===== src/rtl/neuron_mac.sv =====
// Fixed-point neuron: LANES-wide multiply-accumulate over INPUT_SIZE pairs,
// then floor-shift, bias, optional ReLU and saturation to DATA_W.
module neuron_mac #(
  parameter int INPUT_SIZE = 16,
  parameter int DATA_W     = 16,
  parameter int LANES      = 4,
  parameter int FRAC_BITS  = 8
) (
  input  logic                     clk,
  input  logic                     rstN,
  input  logic                     start,
  input  logic                     relu_en,
  input  logic signed [DATA_W-1:0] inputs  [INPUT_SIZE],
  input  logic signed [DATA_W-1:0] weights [INPUT_SIZE],
  input  logic signed [DATA_W-1:0] bias,
  output logic signed [DATA_W-1:0] result,
  output logic                     busy,
  output logic                     done,
  output logic                     sat
);

  localparam int ACC_W  = 2*DATA_W + $clog2(INPUT_SIZE) + 1;
  localparam int BEATS  = (INPUT_SIZE + LANES - 1) / LANES;
  localparam int BEAT_W = (BEATS > 1) ? $clog2(BEATS) : 1;
  localparam logic [BEAT_W-1:0] LAST_BEAT = BEAT_W'(BEATS - 1);
  localparam logic signed [ACC_W:0] MAX_V = {{(ACC_W-DATA_W+2){1'b0}}, {(DATA_W-1){1'b1}}};
  localparam logic signed [ACC_W:0] MIN_V = {{(ACC_W-DATA_W+2){1'b1}}, {(DATA_W-1){1'b0}}};

  typedef enum logic [1:0] {IDLE, MAC, FINISH} state_t;

  state_t                   state_q;
  logic [BEAT_W-1:0]        beat_q;
  logic signed [ACC_W-1:0]  acc_q;
  logic signed [DATA_W-1:0] result_q;
  logic                     busy_q, done_q, sat_q;

  logic signed [DATA_W-1:0] x_q [INPUT_SIZE];
  logic signed [DATA_W-1:0] w_q [INPUT_SIZE];
  logic signed [DATA_W-1:0] bias_q;
  logic                     relu_q;

  // Operands are pure datapath: loaded only on an accepted start, no reset needed.
  always_ff @(posedge clk) begin
    if (state_q == IDLE && start) begin
      x_q    <= inputs;
      w_q    <= weights;
      bias_q <= bias;
      relu_q <= relu_en;
    end
  end

  logic signed [DATA_W-1:0]   cand_x    [LANES][BEATS];
  logic signed [DATA_W-1:0]   cand_w    [LANES][BEATS];
  logic signed [2*DATA_W-1:0] lane_prod [LANES];

  // Lane gi of beat gb reads pair gb*LANES+gi; slots past the last pair read zero.
  generate
    for (genvar gi = 0; gi < LANES; gi++) begin : g_lane
      for (genvar gb = 0; gb < BEATS; gb++) begin : g_beat
        if (gb*LANES + gi < INPUT_SIZE) begin : g_real
          assign cand_x[gi][gb] = x_q[gb*LANES + gi];
          assign cand_w[gi][gb] = w_q[gb*LANES + gi];
        end else begin : g_pad
          assign cand_x[gi][gb] = '0;
          assign cand_w[gi][gb] = '0;
        end
      end

      logic signed [DATA_W-1:0] op_x, op_w;
      always_comb begin
        op_x = '0;
        op_w = '0;
        for (int b = 0; b < BEATS; b++) begin
          if (beat_q == BEAT_W'(b)) begin
            op_x = cand_x[gi][b];
            op_w = cand_w[gi][b];
          end
        end
      end
      assign lane_prod[gi] = (2*DATA_W)'(op_x) * (2*DATA_W)'(op_w);
    end
  endgenerate

  logic signed [ACC_W-1:0] beat_sum;
  always_comb begin
    beat_sum = '0;
    for (int l = 0; l < LANES; l++) begin
      beat_sum = beat_sum + ACC_W'(lane_prod[l]);
    end
  end

  logic signed [ACC_W:0]    shifted, fin_s;
  logic signed [DATA_W-1:0] fin_val;
  logic                     fin_sat;
  always_comb begin
    shifted = (ACC_W+1)'(acc_q >>> FRAC_BITS);
    fin_s   = shifted + (ACC_W+1)'(bias_q);
    if (relu_q && fin_s < 0) begin
      fin_s = '0;
    end
    fin_val = fin_s[DATA_W-1:0];
    fin_sat = 1'b0;
    if (fin_s > MAX_V) begin
      fin_val = {1'b0, {(DATA_W-1){1'b1}}};
      fin_sat = 1'b1;
    end else if (fin_s < MIN_V) begin
      fin_val = {1'b1, {(DATA_W-1){1'b0}}};
      fin_sat = 1'b1;
    end
  end

  always_ff @(posedge clk or negedge rstN) begin
    if (!rstN) begin
      state_q  <= IDLE;
      beat_q   <= '0;
      acc_q    <= '0;
      result_q <= '0;
      busy_q   <= 1'b0;
      done_q   <= 1'b0;
      sat_q    <= 1'b0;
    end else begin
      done_q <= 1'b0;
      case (state_q)
        IDLE: begin
          if (start) begin
            acc_q   <= '0;
            beat_q  <= '0;
            busy_q  <= 1'b1;
            state_q <= MAC;
          end
        end
        MAC: begin
          acc_q <= acc_q + beat_sum;
          if (beat_q == LAST_BEAT) begin
            state_q <= FINISH;
          end else begin
            beat_q <= beat_q + BEAT_W'(1);
          end
        end
        FINISH: begin
          result_q <= fin_val;
          sat_q    <= fin_sat;
          done_q   <= 1'b1;
          busy_q   <= 1'b0;
          state_q  <= IDLE;
        end
        default: state_q <= IDLE;
      endcase
    end
  end

  assign result = result_q;
  assign busy   = busy_q;
  assign done   = done_q;
  assign sat    = sat_q;

endmodule


===== config.mk =====
export PLATFORM = sky130hd
export DESIGN_NAME = neuron_mac
export DESIGN_NICKNAME = d
export VERILOG_FILES = /design/src/rtl/neuron_mac.sv
export SDC_FILE = /design/constraint.sdc
export NUM_CORES = 2
export LEC_CHECK = 0
export ABC_AREA = 0
export CORE_ASPECT_RATIO = 0.7
export CORE_MARGIN = 2
export CORE_UTILIZATION = 60
export DETAILED_ROUTE_END_ITERATION = 16
export PLACE_DENSITY = 0.82
export SYNTH_ARGS = -nofsm -noshare
export SYNTH_HDL_FRONTEND = slang
export SYNTH_SLANG_ARGS = --single-unit

===== constraint.sdc =====
create_clock -name clk -period 22.5 [get_ports clk]
set_input_delay 3.375 -clock clk [delete_from_list [all_inputs] [get_ports clk]]
set_output_delay 3.375 -clock clk [all_outputs]
set_load 0.1 [all_outputs]

# Word level (Yosys, flattened, before mapping)
# Cells that the tools add are included.
# totals
ff_bits	589
latch_bits	0
mem_bits_rw	0
mem_bits_ro	0
output_inout_bits	19
mem_count	0
# classes
n_addsub	6
mul	4
div_mod_pow	0
order_cmp	3
eq_ne	8
n_shift	0
n_mux	48
n_bitwise	0
reduce_logical	10
# op_table
cell	count
16-bit 2-to-1 mux	34
16-bit by 16-bit multiplier with 32-bit output	4
37-bit case mux with 2 select lines	1
38-bit by 16-bit > comparator with 1-bit output (second input constant)	1
38-bit by 16-bit less-than comparator with 1-bit output (second input constant)	1
38-bit 2-to-1 mux	1
37-bit by 35-bit adder with 37-bit output	1
37-bit 2-to-1 mux	1
34-bit by 32-bit adder with 35-bit output	1
33-bit by 32-bit adder with 34-bit output	1
32-bit by 32-bit adder with 33-bit output	1
29-bit by 16-bit adder with 30-bit output	1
30-bit by 1-bit less-than comparator with 1-bit output (second input constant)	1
2-bit 2-to-1 mux	4
2-bit case mux with 2 select lines	2
2-bit == test (second input constant)	3
2-bit != test (second input constant)	3
2-bit AND reduction	3
2-bit by 1-bit == test with 1-bit output (second input constant)	2
2-bit logical NOT	2
1-bit 2-to-1 mux	4
2-bit nonzero test	2
3-bit AND reduction	1
2-bit by 1-bit adder with 2-bit output (second input constant)	1
other kinds (2)	3

# Longest topological paths before layout
# depth
ltp_word	11
depth_mapped	43

# Worst setup path before layout
# No wires, ideal clock.
# synth_timing
kind	in2reg
startpoint	in start
endpoint	reg acc_q[35]
setup_ns	0.753
t_arrival_ns	19.287
path_slack_ns	2.460
path_stages	3
n_path_buf	1
path_cell_list	nor3b_1 > clkbuf_1 > o22ai_1
# synth_via
elab_chain_cells	2
# synth_rtl
item	line_no	rtl
start, declared	11	input logic start,
2-bit != test (no line)	--	
2-bit AND reduction (no line)	--	
end signal, assigned	133	acc_q <= acc_q + beat_sum;
end, declared	33	logic signed [ACC_W-1:0] acc_q;
# No other way between the ends.
# A chain may end at the register's enable or synchronous reset.

# Final worst setup path
# layout_timing
startpoint	reg beat_q[1]
endpoint	reg acc_q[36]
# layout_via
elab_chain_cells	11
# layout_rtl
item	line_no	rtl
start, declared	32	logic [BEAT_W-1:0] beat_q;
start signal, assigned	137	beat_q <= beat_q + BEAT_W'(1);
2-bit logical NOT	74	if (beat_q == BEAT_W'(b)) begin
16-bit 2-to-1 mux (4 in a row)	74	
16-bit by 16-bit multiplier with 32-bit output	80	assign lane_prod[gi] = (2*DATA_W)'(op_x) * (2*DATA_W)'(op_w);
32-bit by 32-bit adder with 33-bit output	88	beat_sum = beat_sum + ACC_W'(lane_prod[l]);
33-bit by 32-bit adder with 34-bit output	88	
34-bit by 32-bit adder with 35-bit output (*)	88	
37-bit by 35-bit adder with 37-bit output (*)	133	
37-bit case mux with 2 select lines (*)	123	case (state_q)
# Mark *: on every way between the ends. The rest lies on a longest branch, timed or not.

==> results <==
- The flow ran to the end, and the final reports show no timing, DRC or antenna violations.
- For this run, the number of Yosys warnings is 0.
- The area fraction of the dominant cell type after synthesis is 0.401.
- The hold path startpoint is acc_q[6]$_DFFE_PN0P_.
- The capture endpoint of the worst hold path is acc_q[6]$_DFFE_PN0P_.
- The layout overhead on the synthesized area is 14.0%.
- The slack of the worst reg-to-reg path is 9.60 ns.
- Counting distinct cell types in the post-synthesis netlist gives 86.
- The number of global-route vias before repair is 50700.
- The dominant cell type by count on the critical path is sky130_fd_sc_hd__fa_1.
- Yosys instantiated no cell more often than sky130_fd_sc_hd__inv_1.
- The worst endpoint required time is 23.04 ns.
- The final-report max-slew violation count came to 0.
- The synthesized netlist net count is 8709.
- The number of placed I/O pins is 551.
- The number of enable flip-flop cells after synthesis is 529.
- Entering global routing, the biggest net connects 177 pins.
- The hold-critical path depth is 2.
- The category of the most critical setup path is reg2reg.
- The setup violation total in the final timing report is 0.
- The share of synthesized registers carrying an async set or reset is 0.102.
- Setup repair after global routing left no endpoint under its margin.
- In the routed design, unresolved DRC markers number 0.
- The post-CTS repair timing setup buffer count is 0.
- The floorplan core area is 111000 µm².
- The final number of hold-violating endpoints came to 0.
- The horizontal extent of the die is 403 µm.
- The sequential cell area is 17400 µm².
- The number of gates given a new drive strength after cts is 0.
- The worst reg2reg path depth is 37.
- For this run, the top clock speed supported by timing is 77.5 MHz.
- The insertion delay to the later sink of the worst-skew pair is 0.70 ns.
- The cell taking the most area after synthesis is sky130_fd_sc_hd__fa_1.
- Dividing the final minimum period by the clock period gives 0.573.
- The transition at the pin with the smallest max-transition slack is 1.27 ns.
- In the final layout, the multi-input gates occupy 43400 µm².
- The accumulated negative setup slack is 0 ns.
- The end of the worst register-to-register path is acc_q[36]$_DFFE_PN0P_.
- The maximum root-to-sink buffer count is 3.
- The number of sinks on the clock net is 589.
- The height of the die is 283 µm.
- The worst path in the final design needs a cycle of 12.90 ns, including I/O delays and setup.
- The HPWL after detailed placement is 185000 µm.
- The kind of launch point of the worst setup path is a flop.
- By area the synthesized netlist is led by sky130_fd_sc_hd__fa_1 40%, sky130_fd_sc_hd__edfxtp_1 24%, sky130_fd_sc_hd__inv_1 8.1%.
- The number of buffers added by the clock tree synthesis step is 58.
- In the final routed layout, each cell accounts on average for 26.0 µm.
- The average cell area after synthesis is 10.3 µm².
- TritonCTS built the clock tree.
- The die covers 114000 µm².
- The largest driver fanout on the critical path is 154.
- The total grt overflow is 0.
- For this run, the slowest stage of the critical path takes 0.87 ns.
- The final weighted congestion of routability-driven global placement is 1.05.
- The combined buffer and inverter count along the critical path is 8.
- The H-tree was split into 2 levels.
- The area of the mapped netlist is 66900 µm².
- The flip-flop cell with the highest count after synthesis is sky130_fd_sc_hd__edfxtp_1.
- Fill cells in the final layout number 8296.
- The number of register bits inferred by synthesis is 589.
- The clock root buffer is sky130_fd_sc_hd__clkbuf_16.
- The initial core utilization is 0.605.
- The initialized floorplan defines 102 standard-cell rows.
- The clock tree skew after final layout is 0.0594 ns.
- The first TritonRoute pass finished after 6 iterations.
- The detail-routed via count per cell is 5.80.
- The clock edge transition at the registers on the reported setup and hold paths is 0.06 ns.
- The number of design-rule violations left by the first detailed-router iteration is 6660.
- The cell count after synthesis came out at 6496.
- The number of antenna violations at the first check in global routing was 39.
- In the final design database the tool counted 9180 nets.
- The number of max-cap violations is 0.
- On the critical path the largest part of the delay comes from adder cells.
- STA puts the critical path data arrival time at 13.43 ns.
- For this block, the routed nets add up to 222000 µm of wire.
- Ranked by instance count, the synthesized netlist is headed by 1445 x sky130_fd_sc_hd__inv_1, 1340 x sky130_fd_sc_hd__fa_1, 906 x sky130_fd_sc_hd__nor2_1.
- In this run the tool buffered the top-level ports with 550 buffer cells.
- The detail route stage leaves a number of antenna-violating nets equal to 0.
- The type of element capturing the critical path is a flop.
- The count of hold-fix buffers inserted at cts is 0.
- The sequential-to-total area share from yosys stat is 0.260.
- The first global-routing pass estimated 328000 µm of wire.
- In this run the tightest slew margin relative to its limit is 0.152.
- The startpoint of the worst register-to-register path is beat_q[1]$_DFFE_PN0P_.
- The via count is 49300.
- The share of final-layout standard cells stronger than drive strength 1 is 0.0394.
- In this run the worst hold path is classified as reg2reg.
- The slowest stage of the critical path is the sky130_fd_sc_hd__a21oi_2 cell.
- For this run, the total global-route usage over all layers was measured as 0.396.
==> placed cells by master (no fill, tap or decap), drive strengths merged, types with 19 or more instances in the layout <==
cell type and n:
or2 34, clkbuf 67, dfrtp 60, ha 341
a21oi 412, clkinv 23, inv 1451, nand2 661
o31ai 19, clkdlybuf4s50 549, and2 28, diode 39
o21ai 64, nor2 909, xnor2 41, and3 29
a21o 109, xor2 24, buf 93, fa 1340
edfxtp 529, nand2b 45
==> how the worst max path moves through the flow <==
stage,end,slack [ns],startpoint,depth (start not counted)
2_1_floorplan,acc_q[35]$_DFFE_PN0P_,2.46,start,3
3_5_place_dp,acc_q[36]$_DFFE_PN0P_,9.92,beat_q[1]$_DFFE_PN0P_,37
4_1_cts,acc_q[36]$_DFFE_PN0P_,9.83,beat_q[1]$_DFFE_PN0P_,37
3_3_place_gp,acc_q[36]$_DFFE_PN0P_,10.07,beat_q[1]$_DFFE_PN0P_,37
6_report,acc_q[36]$_DFFE_PN0P_,9.60,beat_q[1]$_DFFE_PN0P_,37
5_1_grt,acc_q[36]$_DFFE_PN0P_,9.09,beat_q[0]$_DFFE_PN0P_,36
==> routing by layer <==
metal | wire length (µm) | track usage | vias to the layer above
li1 | - | - | 20800
met1 | 89800 | 0.588 | 25000
met2 | 92300 | 0.555 | 3199
met3 | 31100 | 0.128 | 419
met4 | 8170 | 0.128 | 10
met5 | 98 | 0 | -
==> worst min-delay path: cells and delay by family (launching register included) <==
family / cells / cell delay [ns]
AND/OR/NAND/NOR: 1 / 0.05
flip-flops: 1 / 0.37
AO/OA/AOI/OAI: 1 / 0.07
==> cells by family after synthesis <==
group / Yosys count / share of synthesized area
compound gates: 708 / 0.0643
xor+xnor: 65 / 0.00862
fa+ha+maj: 1681 / 0.465
buf+inv: 1676 / 0.0944
flops: 589 / 0.260
mux: 3 / 0.000467
simple gates: 1774 / 0.108
==> sequential cells by signal (all words and copies together) (netlist names) <==
signal and count:
bias_q 16, cand_x 256, cand_w 256, done 1
state_q 2, relu_q 1, beat_q 2, acc_q 37
result 16, busy 1, sat 1
==> metrics by stage <==
step	instances	hold WS (ns)	util	cell area, µm²	setup WS (ns)
6_report	8507	0.530	0.689	76300	9.60
3_3_place_gp	8363	0.492	0.671	74200	10.07
4_1_cts	8468	0.517	0.688	76200	9.83
3_5_place_dp	8363	0.503	0.671	74200	9.92
2_1_floorplan	6496	0.456	-	66900	2.46
5_1_grt	8499	0.564	0.689	76200	9.09
==> layout make-up <==
type	instances	share of cell area
Antenna cell	39	0.00128
Clock buffer	67	0.0195
Clock inverter	38	0.00586
Inverter	1445	0.0711
Multi-Input combinational cell	4231	0.568
Sequential cell	589	0.228
Tap cell	1456	0.0239
Timing Repair Buffer	642	0.0820
Power is not shown: default switching activity piles up to over one toggle a cycle in this logic, so the estimate is an artifact.
